--- config.mk ---
export PLATFORM = sky130hd
export DESIGN_NAME = usb_hex_logger
export DESIGN_NICKNAME = d
export VERILOG_FILES = /design/src/rtl/usb_hex_logger.sv
export SDC_FILE = /design/constraint.sdc
export NUM_CORES = 1
export LEC_CHECK = 0
export CAP_MARGIN = 20
export CORE_MARGIN = 8
export CORE_UTILIZATION = 56
export CTS_CLUSTER_SIZE = 12
export DETAILED_ROUTE_END_ITERATION = 8
export PLACE_DENSITY_LB_ADDON = 0.3
export SYNTH_ARGS = -nofsm -noshare
export SYNTH_HDL_FRONTEND = slang
export SYNTH_SLANG_ARGS = --single-unit
--- constraint.sdc ---
create_clock -name clk -period 4.6 [get_ports clk]
set_input_delay 0.46 -clock clk [delete_from_list [all_inputs] [get_ports clk]]
set_output_delay 0.46 -clock clk [all_outputs]
set_load 0.05 [all_outputs]
--- src/rtl/usb_hex_logger.sv ---
// usb_hex_logger: packet byte stream -> uppercase ASCII hex text for the debug UART.
// Define HEXLOG_SEQNUM_EN to prefix each packet with an 8-bit sequence number "NN:".
module usb_hex_logger #(
   parameter int unsigned MIN_GAP  = 2,
   parameter logic [7:0]  SEP_CHAR = 8'h20,
   parameter int unsigned MAX_LINE = 16
) (
   input  logic       clk,
   input  logic       rst_n,
   input  logic [7:0] in_data,
   input  logic       in_valid,
   input  logic       in_last,
   output logic       in_ready,
   output logic [7:0] out_data,
   output logic       out_valid,
   input  logic       full,
   output logic       busy
);

   localparam int unsigned GW = (MIN_GAP > 0) ? $clog2(MIN_GAP + 1) : 1;
   localparam int unsigned LW = (MAX_LINE > 1) ? $clog2(MAX_LINE) : 1;

   localparam logic [3:0] S_IDLE = 4'd0;
   localparam logic [3:0] S_HI   = 4'd1;
   localparam logic [3:0] S_LO   = 4'd2;
   localparam logic [3:0] S_SEP  = 4'd3;
   localparam logic [3:0] S_CR   = 4'd4;
   localparam logic [3:0] S_LF   = 4'd5;
   localparam logic [3:0] S_SQH  = 4'd6;
   localparam logic [3:0] S_SQL  = 4'd7;
   localparam logic [3:0] S_COL  = 4'd8;

   logic [3:0]    state;
   logic [7:0]    byte_q;
   logic          last_q;
   logic [LW-1:0] line_cnt;
   logic [GW-1:0] gap_cnt;
   logic [7:0]    char_c;
   logic [3:0]    nxt_c;
   logic          brk;
   logic          emit;
`ifdef HEXLOG_SEQNUM_EN
   logic [7:0]    seq;
   logic          first_q;
`endif

   function automatic logic [7:0] hex(input logic [3:0] n);
      return (n < 4'd10) ? (8'h30 + {4'h0, n}) : (8'h37 + {4'h0, n});
   endfunction

   assign in_ready = (state == S_IDLE);
   assign busy     = (state != S_IDLE);
   assign brk      = last_q || (line_cnt == LW'(MAX_LINE - 1));
   assign emit     = busy && (gap_cnt == '0) && !full;

   always_comb begin
      char_c = 8'h00;
      nxt_c  = S_IDLE;
      unique case (state)
         S_HI: begin
            char_c = hex(byte_q[7:4]);
            nxt_c  = S_LO;
         end
         S_LO: begin
            char_c = hex(byte_q[3:0]);
            nxt_c  = brk ? S_CR : S_SEP;
         end
         S_SEP: begin
            char_c = SEP_CHAR;
            nxt_c  = S_IDLE;
         end
         S_CR: begin
            char_c = 8'h0D;
            nxt_c  = S_LF;
         end
         S_LF: begin
            char_c = 8'h0A;
            nxt_c  = S_IDLE;
         end
`ifdef HEXLOG_SEQNUM_EN
         S_SQH: begin
            char_c = hex(seq[7:4]);
            nxt_c  = S_SQL;
         end
         S_SQL: begin
            char_c = hex(seq[3:0]);
            nxt_c  = S_COL;
         end
         S_COL: begin
            char_c = 8'h3A;
            nxt_c  = S_HI;
         end
`endif
         default: begin
            char_c = 8'h00;
            nxt_c  = S_IDLE;
         end
      endcase
   end

   always_ff @(posedge clk or negedge rst_n) begin
      if (!rst_n) begin
         state     <= S_IDLE;
         byte_q    <= 8'h00;
         last_q    <= 1'b0;
         line_cnt  <= '0;
         gap_cnt   <= '0;
         out_valid <= 1'b0;
         out_data  <= 8'h00;
`ifdef HEXLOG_SEQNUM_EN
         seq       <= 8'h00;
         first_q   <= 1'b1;
`endif
      end else begin
         out_valid <= 1'b0;
         if (gap_cnt != '0)
            gap_cnt <= gap_cnt - 1'b1;
         if (state == S_IDLE) begin
            if (in_valid) begin
               byte_q <= in_data;
               last_q <= in_last;
`ifdef HEXLOG_SEQNUM_EN
               state   <= first_q ? S_SQH : S_HI;
               first_q <= 1'b0;
`else
               state  <= S_HI;
`endif
            end
         end else if (emit) begin
            out_valid <= 1'b1;
            out_data  <= char_c;
            state     <= nxt_c;
            gap_cnt   <= GW'(MIN_GAP);
            if (state == S_LO)
               line_cnt <= brk ? '0 : line_cnt + 1'b1;
`ifdef HEXLOG_SEQNUM_EN
            // Only the LF that closes a packet advances the sequence.
            if (state == S_LF && last_q) begin
               seq     <= seq + 8'h01;
               first_q <= 1'b1;
            end
`endif
         end
      end
   end

endmodule

After elaboration in Yosys (flattened, before gate mapping)
Cells that the tools add are included.
{ "word_totals": {"ff_bits": 28, "word_cells": 50, "input_bits": 13} }
{ "op_classes": {"n_bitwise": 1, "add_sub_neg": 6, "reduce_logical": 13, "n_eq_ne": 7, "n_mux": 14, "order_cmp": 2} }
{ "op_table": {"columns": ["cell", "count"], "rows": [
  ["$pmux W7 S5", 1],
  ["$add A6 B4 Y7 const A", 4],
  ["$mux W4", 4],
  ["$mux W7", 2],
  ["$pmux W3 S3", 1],
  ["$eq A4 B2 Y1 const B", 2],
  ["$eq A4 B3 Y1 const B", 2],
  ["$lt A4 B4 Y1 const B", 2],
  ["$mux W2", 3],
  ["$reduce_and A2 Y1", 3],
  ["$add A4 B1 Y4 const B", 1],
  ["$eq A4 B1 Y1 const B", 1],
  ["$eq A4 B4 Y1 const B", 1],
  ["$logic_not A4 Y1", 1],
  ["$reduce_bool A2 Y1", 2],
  ["$reduce_bool A4 Y1", 1],
  ["$mux W3", 1],
  ["$reduce_and A3 Y1", 1],
  ["$logic_and A1 B1 Y1", 2],
  ["$logic_not A2 Y1", 1],
  ["$mux W1", 2],
  ["$ne A2 B2 Y1 const B", 1],
  ["$sub A2 B1 Y2 const B", 1],
  ["$logic_not A1 Y1", 1],
  ["2 further kinds", 2]
]} }

Longest topological paths before layout
{ "logic_depth": {"ltp_word": 6, "mapped_depth": 7, "mapped_depth_nobuf": 6} }

Worst setup path before layout
No wires, ideal clock.
{ "synth_path": {"kind": "register -> register", "from": "reg state[1]", "to": "reg byte_q[2]", "path_slack_ns": 2.669, "synth_period_minus_slack_ns": 1.931, "stages_incl_launch_ff": 6, "arrival_time_ns": 1.806, "path_cell_list": "dfrtp_1 > or3_4 > inv_2 > and2_2 > buf_6 > mux2_2"} }
{ "synth_between": {"elab_chain_cells": 2} }
{ "synth_lines": {"columns": ["element", "line", "source"], "rows": [
  ["start, declared", "33", "logic [3:0] state;"],
  ["start signal, assigned", "132", "state <= nxt_c;"],
  ["$logic_not A4 Y1", null, null],
  ["named net in_ready", "13", "output logic in_ready,"],
  ["$reduce_and A2 Y1 (no source line)", null, null],
  ["end signal, assigned", "120", "byte_q <= in_data;"],
  ["end, declared", "34", "logic [7:0] byte_q;"]
]} }
The timed path passes the listed nets, and every way through them passes these cells.
A chain may end at the register's enable or synchronous reset.

Final worst setup path
{ "layout_path": {"from": "reg state[1]", "to": "out in_ready"} }
{ "layout_between": {"elab_chain_cells": 1} }
{ "layout_lines": {"columns": ["element", "line", "source"], "rows": [
  ["$logic_not A4 Y1", "51", "assign in_ready = (state == S_IDLE);"],
  ["end, declared", "13", null]
]} }
Every way passes these cells.

==> impl_results.html <==
<table>
<tr><th>Metric</th><th>Value</th></tr>
<tr><th colspan="2">Final layout</th></tr>
<tr><td>Design area</td><td>0.001704 sq mm</td></tr>
<tr><td>Final cell count without fillers</td><td>192</td></tr>
<tr><td>FF+latch area</td><td>between 600 and 700 sq um</td></tr>
<tr><td>Fill cells</td><td>197</td></tr>
<tr><td>Fraction of final layout cells with drive strength greater than 1</td><td>0.1235</td></tr>
<tr><td>Count of inserted antenna diode cells</td><td>0</td></tr>
<tr><td>Number of nets at the end of the flow</td><td>180</td></tr>
<tr><td>Multi-input logic area</td><td>between 600 and 700 sq um</td></tr>
<tr><td>Utilization after layout</td><td>0.7006</td></tr>
<tr><td>Synth-to-Final Area Change</td><td>20.64%</td></tr>
<tr><th colspan="2">Power and ir drop</th></tr>
<tr><td>Power, Total</td><td>1279 uW</td></tr>
<tr><td>Power per standard cell area</td><td>roughly 750 mW/mm^2</td></tr>
<tr><td>Max VDD drop</td><td>0.4650 mV</td></tr>
<tr><td>Leakage power figure</td><td>between 0.0007 and 0.0008 uW</td></tr>
<tr><th colspan="2">Global route</th></tr>
<tr><td>Overall Global Routing Usage</td><td>0.1523</td></tr>
<tr><td>First-pass GRT wire length</td><td>approximately 5200 microns</td></tr>
<tr><td>Number of global-route vias before repair</td><td>1,097</td></tr>
<tr><td>Initial antenna violation count</td><td>0</td></tr>
<tr><td>Pin count of the biggest net entering global routing</td><td>27</td></tr>
<tr><td>GR Overflow Total</td><td>0</td></tr>
<tr><th colspan="2">Placed design</th></tr>
<tr><td>Placer congestion estimate</td><td>0.8778</td></tr>
<tr><td>Final HPWL DP</td><td>~2300 microns</td></tr>
<tr><td>PortBufs</td><td>22</td></tr>
<tr><td>Placed Area</td><td>0.001624 sq mm</td></tr>
<tr><td>Number of placed instances, taps included</td><td>between 150 and 200</td></tr>
<tr><th colspan="2">Critical path</th></tr>
<tr><td>Critical Path Sink Type</td><td>output pin</td></tr>
<tr><td>Required arrival time at the worst endpoint</td><td>4.14 ns</td></tr>
<tr><td>Reg-to-Reg Start</td><td>state[1]$_DFFE_PN0P_</td></tr>
<tr><td>Worst setup SP type</td><td>flop</td></tr>
<tr><td>Capture instance of the worst register-to-register path</td><td>byte_q[6]$_DFFE_PN0P_</td></tr>
<tr><td>Maximum fanout along the worst path</td><td>14</td></tr>
<tr><td>Capture point of the worst path</td><td>in_ready</td></tr>
<tr><td>Slack of the worst reg-to-reg path</td><td>2.72 ns</td></tr>
<tr><td>Startpoint of the worst setup timing path</td><td>state[1]$_DFFE_PN0P_</td></tr>
<tr><td>Worst Path Class, Setup</td><td>flop to output pin</td></tr>
<tr><td>Arrival time at the worst endpoint</td><td>about 2.2 ns</td></tr>
<tr><td>Worst reg2reg path depth</td><td>4</td></tr>
<tr><th colspan="2">Timing</th></tr>
<tr><td>Final setup violation count</td><td>0</td></tr>
<tr><td>Share of the cycle needed by the critical path after routing</td><td>0.5857</td></tr>
<tr><td>Setup repair after global routing missed its margin</td><td>false</td></tr>
<tr><td>Worst Clk Skew</td><td>0.006062 ns</td></tr>
<tr><td>Summed negative setup slack over all endpoints</td><td>0 ns</td></tr>
<tr><td>Relative max-transition margin</td><td>0.5999</td></tr>
<tr><td>Count of endpoints failing hold in the final timing report</td><td>0</td></tr>
<tr><td>Achievable clock frequency</td><td>0.3711 GHz</td></tr>
<tr><td>Tmin final</td><td>around 2.7 ns</td></tr>
<tr><td>Max Transition Viols Final</td><td>0</td></tr>
<tr><td>Worst slew pin tran</td><td>0.5956 ns</td></tr>
<tr><th colspan="2">CTS</th></tr>
<tr><td>Sink Count</td><td>26</td></tr>
<tr><td>Worst-Skew Late Latency</td><td>~0.33 ns</td></tr>
<tr><td>Clock-pin slew on the worst setup and hold paths</td><td>0.15 ns</td></tr>
<tr><td>H-tree depth</td><td>1</td></tr>
<tr><td>Total of cells resized after clock tree synthesis</td><td>0</td></tr>
<tr><td>Clock Tree Root</td><td>sky130_fd_sc_hd__clkbuf_4</td></tr>
<tr><td>Post-CTS setup-driven buffer insertion count</td><td>0</td></tr>
<tr><td>Buffers from clock root to sink, at most</td><td>2</td></tr>
<tr><td>CTS tree</td><td>done</td></tr>
<tr><td>Number of buffers inserted during clock tree synthesis</td><td>3</td></tr>
<tr><td>Quantity of hold-fixing buffers added after cts</td><td>0</td></tr>
<tr><th colspan="2">Status</th></tr>
<tr><td>Status</td><td>completed</td></tr>
<tr><th colspan="2">Logic synthesis</th></tr>
<tr><td>Share of the yosys chip area belonging to registers</td><td>0.4606</td></tr>
<tr><td>Primary FF master, synth</td><td>sky130_fd_sc_hd__dfrtp_1</td></tr>
<tr><td>Number of different library cells in the post-synthesis netlist</td><td>43</td></tr>
<tr><td>Number of instances in the synthesized netlist</td><td>about 140</td></tr>
<tr><td>Async SR Flop Fraction</td><td>1.000</td></tr>
<tr><td>Mapped Nets</td><td>159</td></tr>
<tr><td>Synthesized flop and latch total</td><td>26</td></tr>
<tr><td>EDFF count, synth</td><td>0</td></tr>
<tr><td>Synth Cell Area</td><td>0.001413 sq mm</td></tr>
<tr><td>Syn Area/Cell</td><td>between 9 and 10 sq um</td></tr>
<tr><td>Number of warnings printed during yosys synthesis</td><td>0</td></tr>
<tr><th colspan="2">Routing</th></tr>
<tr><td>Iter 0 DRT Violations</td><td>38</td></tr>
<tr><td>Count of nets left with antenna violations after detail routing</td><td>0</td></tr>
<tr><td>Detailed-route vias per instance</td><td>5.859</td></tr>
<tr><td>Initial DRT Pass Iterations</td><td>4</td></tr>
<tr><td>Total vias in the final route</td><td>between 1,000 and 1,500</td></tr>
<tr><td>Wire length per cell after detailed routing</td><td>15.89 microns</td></tr>
<tr><td>Remaining routing DRC violations</td><td>0</td></tr>
<tr><td>Sum of routed wire length over all layers</td><td>3051 microns</td></tr>
<tr><th colspan="2">Flow run</th></tr>
<tr><td>Max-Cap Viols</td><td>0</td></tr>
<tr><th colspan="2">Floorplanning</th></tr>
<tr><td># IOs</td><td>24</td></tr>
<tr><td>Core region area</td><td>between 0.002 and 0.0025 sq mm</td></tr>
<tr><td>Die Y</td><td>between 60 and 70 microns</td></tr>
<tr><td>Total Die Area</td><td>about 0.0044 sq mm</td></tr>
<tr><td>Num rows</td><td>18</td></tr>
<tr><td>Width of the die</td><td>66.23 microns</td></tr>
<tr><td>Starting utilization of the core area</td><td>0.5808</td></tr>
<tr><th colspan="2">Worst hold path</th></tr>
<tr><td>Worst min path class</td><td>input port to async pin</td></tr>
</table>
[logic make-up after synthesis]
kind of cell    Yosys count  share of synthesized area
xor+xnor                  1                   0.006201
other cells               1                   0.002655
mux                       8                    0.06200
buf+inv                  14                    0.05137
fa+ha+maj                 4                    0.03543
compound gates           46                     0.2188
simple gates             42                     0.1630
flops                    26                     0.4606
[where the power goes]
group / leakage, uW / internal, uW / switching [uW]
registers: 0.000330 / 324 / 123
clock network: 0.0000279 / 88.3 / 71.8
logic: 0.000367 / 283 / 389
total: 0.000725 / 695 / 584
[worst min-delay path by stage]
stage                              end  slack, ns  depth (start not counted)
4_1_cts           gap_cnt[0]$_DFF_PN0_       0.50                          1
5_1_grt        out_data[1]$_DFFE_PN0P_       0.40                          1
6_report       out_data[1]$_DFFE_PN0P_       0.40                          1
3_3_place_gp      gap_cnt[0]$_DFF_PN0_       0.46                          1
2_1_floorplan    byte_q[0]$_DFFE_PN0P_       0.16                          0
3_5_place_dp      gap_cnt[0]$_DFF_PN0_       0.48                          1
[layout by cell type, fill, tap and decap left out, drive strengths merged, types with 4 or more instances in the layout]
cell type / Yosys / routed
inv: 7 / 7
ha: 4 / 4
a22o: 6 / 6
mux2: 6 / 6
dfrtp: 26 / 26
a21oi: 7 / 7
nor2: 7 / 7
clkdlybuf4s50: 0 / 22
nor2b: 6 / 6
o21ai: 18 / 18
nand2: 15 / 15
[flip-flops by register name (all words and copies together) (netlist names)]
register   count
line_cnt       4
state          3
out_valid      1
byte_q         8
gap_cnt        2
last_q         1
out_data       7
[area by class of cell]
class | count | share of cell area
timing repair buffer | 23 | 0.1454
inverter | 7 | 0.01542
sequential | 26 | 0.3818
clock inverter | 1 | 0.01762
tap | 30 | 0.02203
clock buffer | 3 | 0.01322
multi-input combinational | 102 | 0.4046
[worst max-delay path: stages (launching register included)]
cell and delay [ns]:
sky130_fd_sc_hd__dfrtp_1 0.56, sky130_fd_sc_hd__or3_4 0.46, sky130_fd_sc_hd__inv_2 0.08, sky130_fd_sc_hd__clkdlybuf4s50_1 0.80
[metrics by stage]
stage	setup slack, ns	hold slack [ns]
global placement	2.325	0.4613
finish	1.906	0.3952
CTS	1.909	0.4987
floorplan	2.669	0.1644
global route	1.803	0.3992
detailed placement	2.309	0.4798
[synthesized netlist by cell type, types with 2 or more instances]
| master | number | area (sq um) |
|---|---|---|
| sky130_fd_sc_hd__a21oi_1 | 7 | 35.03 |
| sky130_fd_sc_hd__clkbuf_1 | 3 | 11.26 |
| sky130_fd_sc_hd__nor2_1 | 7 | 26.28 |
| sky130_fd_sc_hd__mux2i_1 | 2 | 20.02 |
| sky130_fd_sc_hd__inv_1 | 6 | 22.52 |
| sky130_fd_sc_hd__dfrtp_1 | 26 | 650.6 |
| sky130_fd_sc_hd__mux2_2 | 6 | 67.56 |
| sky130_fd_sc_hd__nor3_1 | 3 | 15.01 |
| sky130_fd_sc_hd__o21ai_0 | 18 | 90.09 |
| sky130_fd_sc_hd__o31ai_1 | 2 | 15.01 |
| sky130_fd_sc_hd__buf_6 | 2 | 22.52 |
| sky130_fd_sc_hd__nand2_1 | 15 | 56.30 |
| sky130_fd_sc_hd__ha_1 | 4 | 50.05 |
| sky130_fd_sc_hd__a22o_1 | 6 | 52.55 |
| sky130_fd_sc_hd__o21a_1 | 2 | 15.01 |
| sky130_fd_sc_hd__nor2b_1 | 6 | 37.54 |
[layer usage]
| layer | share of wire | track usage | vias up |
|---|---|---|---|
| met2 | 0.46 | 0.2352 | 36 |
| met4 | 0.033 | 0.09333 | 0 |
| li1 | - | - | 551 |
| met3 | 0.067 | 0.03390 | 9 |
| met1 | 0.44 | 0.1883 | 529 |
| met5 | 0 | 0 | - |
(Power assumes the default switching activity.)
==> RTL edit, RTL diff (config.mk and constraints unchanged) <==
Set the parameter `MIN_GAP` to 8 (it was 2).
--- a/src/rtl/usb_hex_logger.sv
+++ b/src/rtl/usb_hex_logger.sv
@@ -3,3 +3,3 @@
 module usb_hex_logger #(
-   parameter int unsigned MIN_GAP  = 2,
+   parameter int unsigned MIN_GAP  = 8,
    parameter logic [7:0]  SEP_CHAR = 8'h20,
Behaviour: not the same (a bounded check fails within 10 cycles, from zero or initial values and one cycle with rst_n low).
==> RTL edit against the original RTL <==
Power fell by 6.4%. Worst setup slack lost 49 ps. Wire length increased by 5.7%. Critical path depth unchanged. Area after synthesis grew 7.6%. Worst hold slack improved by 93 ps. Sequential share of layout area up 1.2 points. Sequential cell count is 2 higher. Design area rose by 4.3%. Highest routed layer unchanged.
==> RTL edit: results (changes against the original RTL) <==
status=complete, no violations (unchanged); final wirelength=3.23 mm (was 3.05 mm); Fin Clk Skew=4.28 ps (was 6.06 ps); FF-to-FF setup slack=2550 ps (was 2720 ps); Seq. cell area=701 µm² (was 651 µm²); Cells after Synth=153 (was 142); area occupied by multi-input gates=729 µm² (was 689 µm²); ClkCell Share=2.04% (was 3.08%); Final Hold Slack=488 ps (was 395 ps); Rel. slew slack=58.3% (was 60.0%); R2R Path End=state[0] (was byte_q[6]); worst r2r src=gap_cnt[0] (was state[1]); drt first-iter violations=46 (was 38); synthesized area=1520 µm² (was 1410 µm²); top flop regs=byte_q x8, out_data x7 (was byte_q x8, out_data x7, line_cnt x4); Fill cells=217 (was 197); WP data arrival=2280 ps (was 2230 ps); met1 usage=18.3% (was 18.8%); Synth Area in Adders=4.12% (was 3.54%); largest net degree at the start of global routing=29 (was 27); P_leak=0.787 nW (was 0.725 nW); syn nets=171 (was 159); Post-Place Cell Area=1740 µm² (was 1620 µm²); Worst Reg-to-Reg Cells=6 (was 4); fraction of area in multi-input gates=41.0% (was 40.5%); mean number of vias per cell=6.01 (was 5.86); buffering overhead=12.8% (was 14.5%); first-pass GRT wire length=5.52 mm (was 5.20 mm); NumNets Final=193 (was 180); Multi-In Gates=107 (was 102); multiplexer share of the synthesized area=3.70% (was 6.20%); post-synthesis xor/xnor area fraction=1.15% (was 0.620%); fraction of layout cells with a size suffix above 1=12.6% (was 12.3%)
==> RTL edit: cell types whose count changed after synthesis, moves of 2 or more <==
cell,unedited run,this run
clkbuf_1,3,0
nor2b_1,6,2
a22o_2,0,6
mux2i_1,2,0
buf_2,1,3
dfrtp_1,26,28
a21oi_1,7,3
or3b_1,0,2
inv_1,6,11
a31oi_1,0,2
o21a_1,2,0
a22o_1,6,1
nand3_1,1,6
==> RTL edit: power by group <==
| part | switching (W) | total (W) | internal [W] |
|---|---|---|---|
| Combinational | 0.000359 | 0.000625 | 0.000266 |
| Sequential | 0.000108 | 0.000453 | 0.000345 |
| Clock | 0.0000708 | 0.000119 | 0.0000484 |
==> RTL edit: per-stage QoR <==
| stage | total power (W) | setup slack, ps |
|---|---|---|
| after CTS | 0.00120 | 1870 |
| after global placement | 0.00105 | 2280 |
| after floorplan | 0.000913 | 2620 |
| after detailed placement | 0.00108 | 2250 |
| final | 0.00120 | 1860 |
| after global routing | 0.00129 | 1790 |
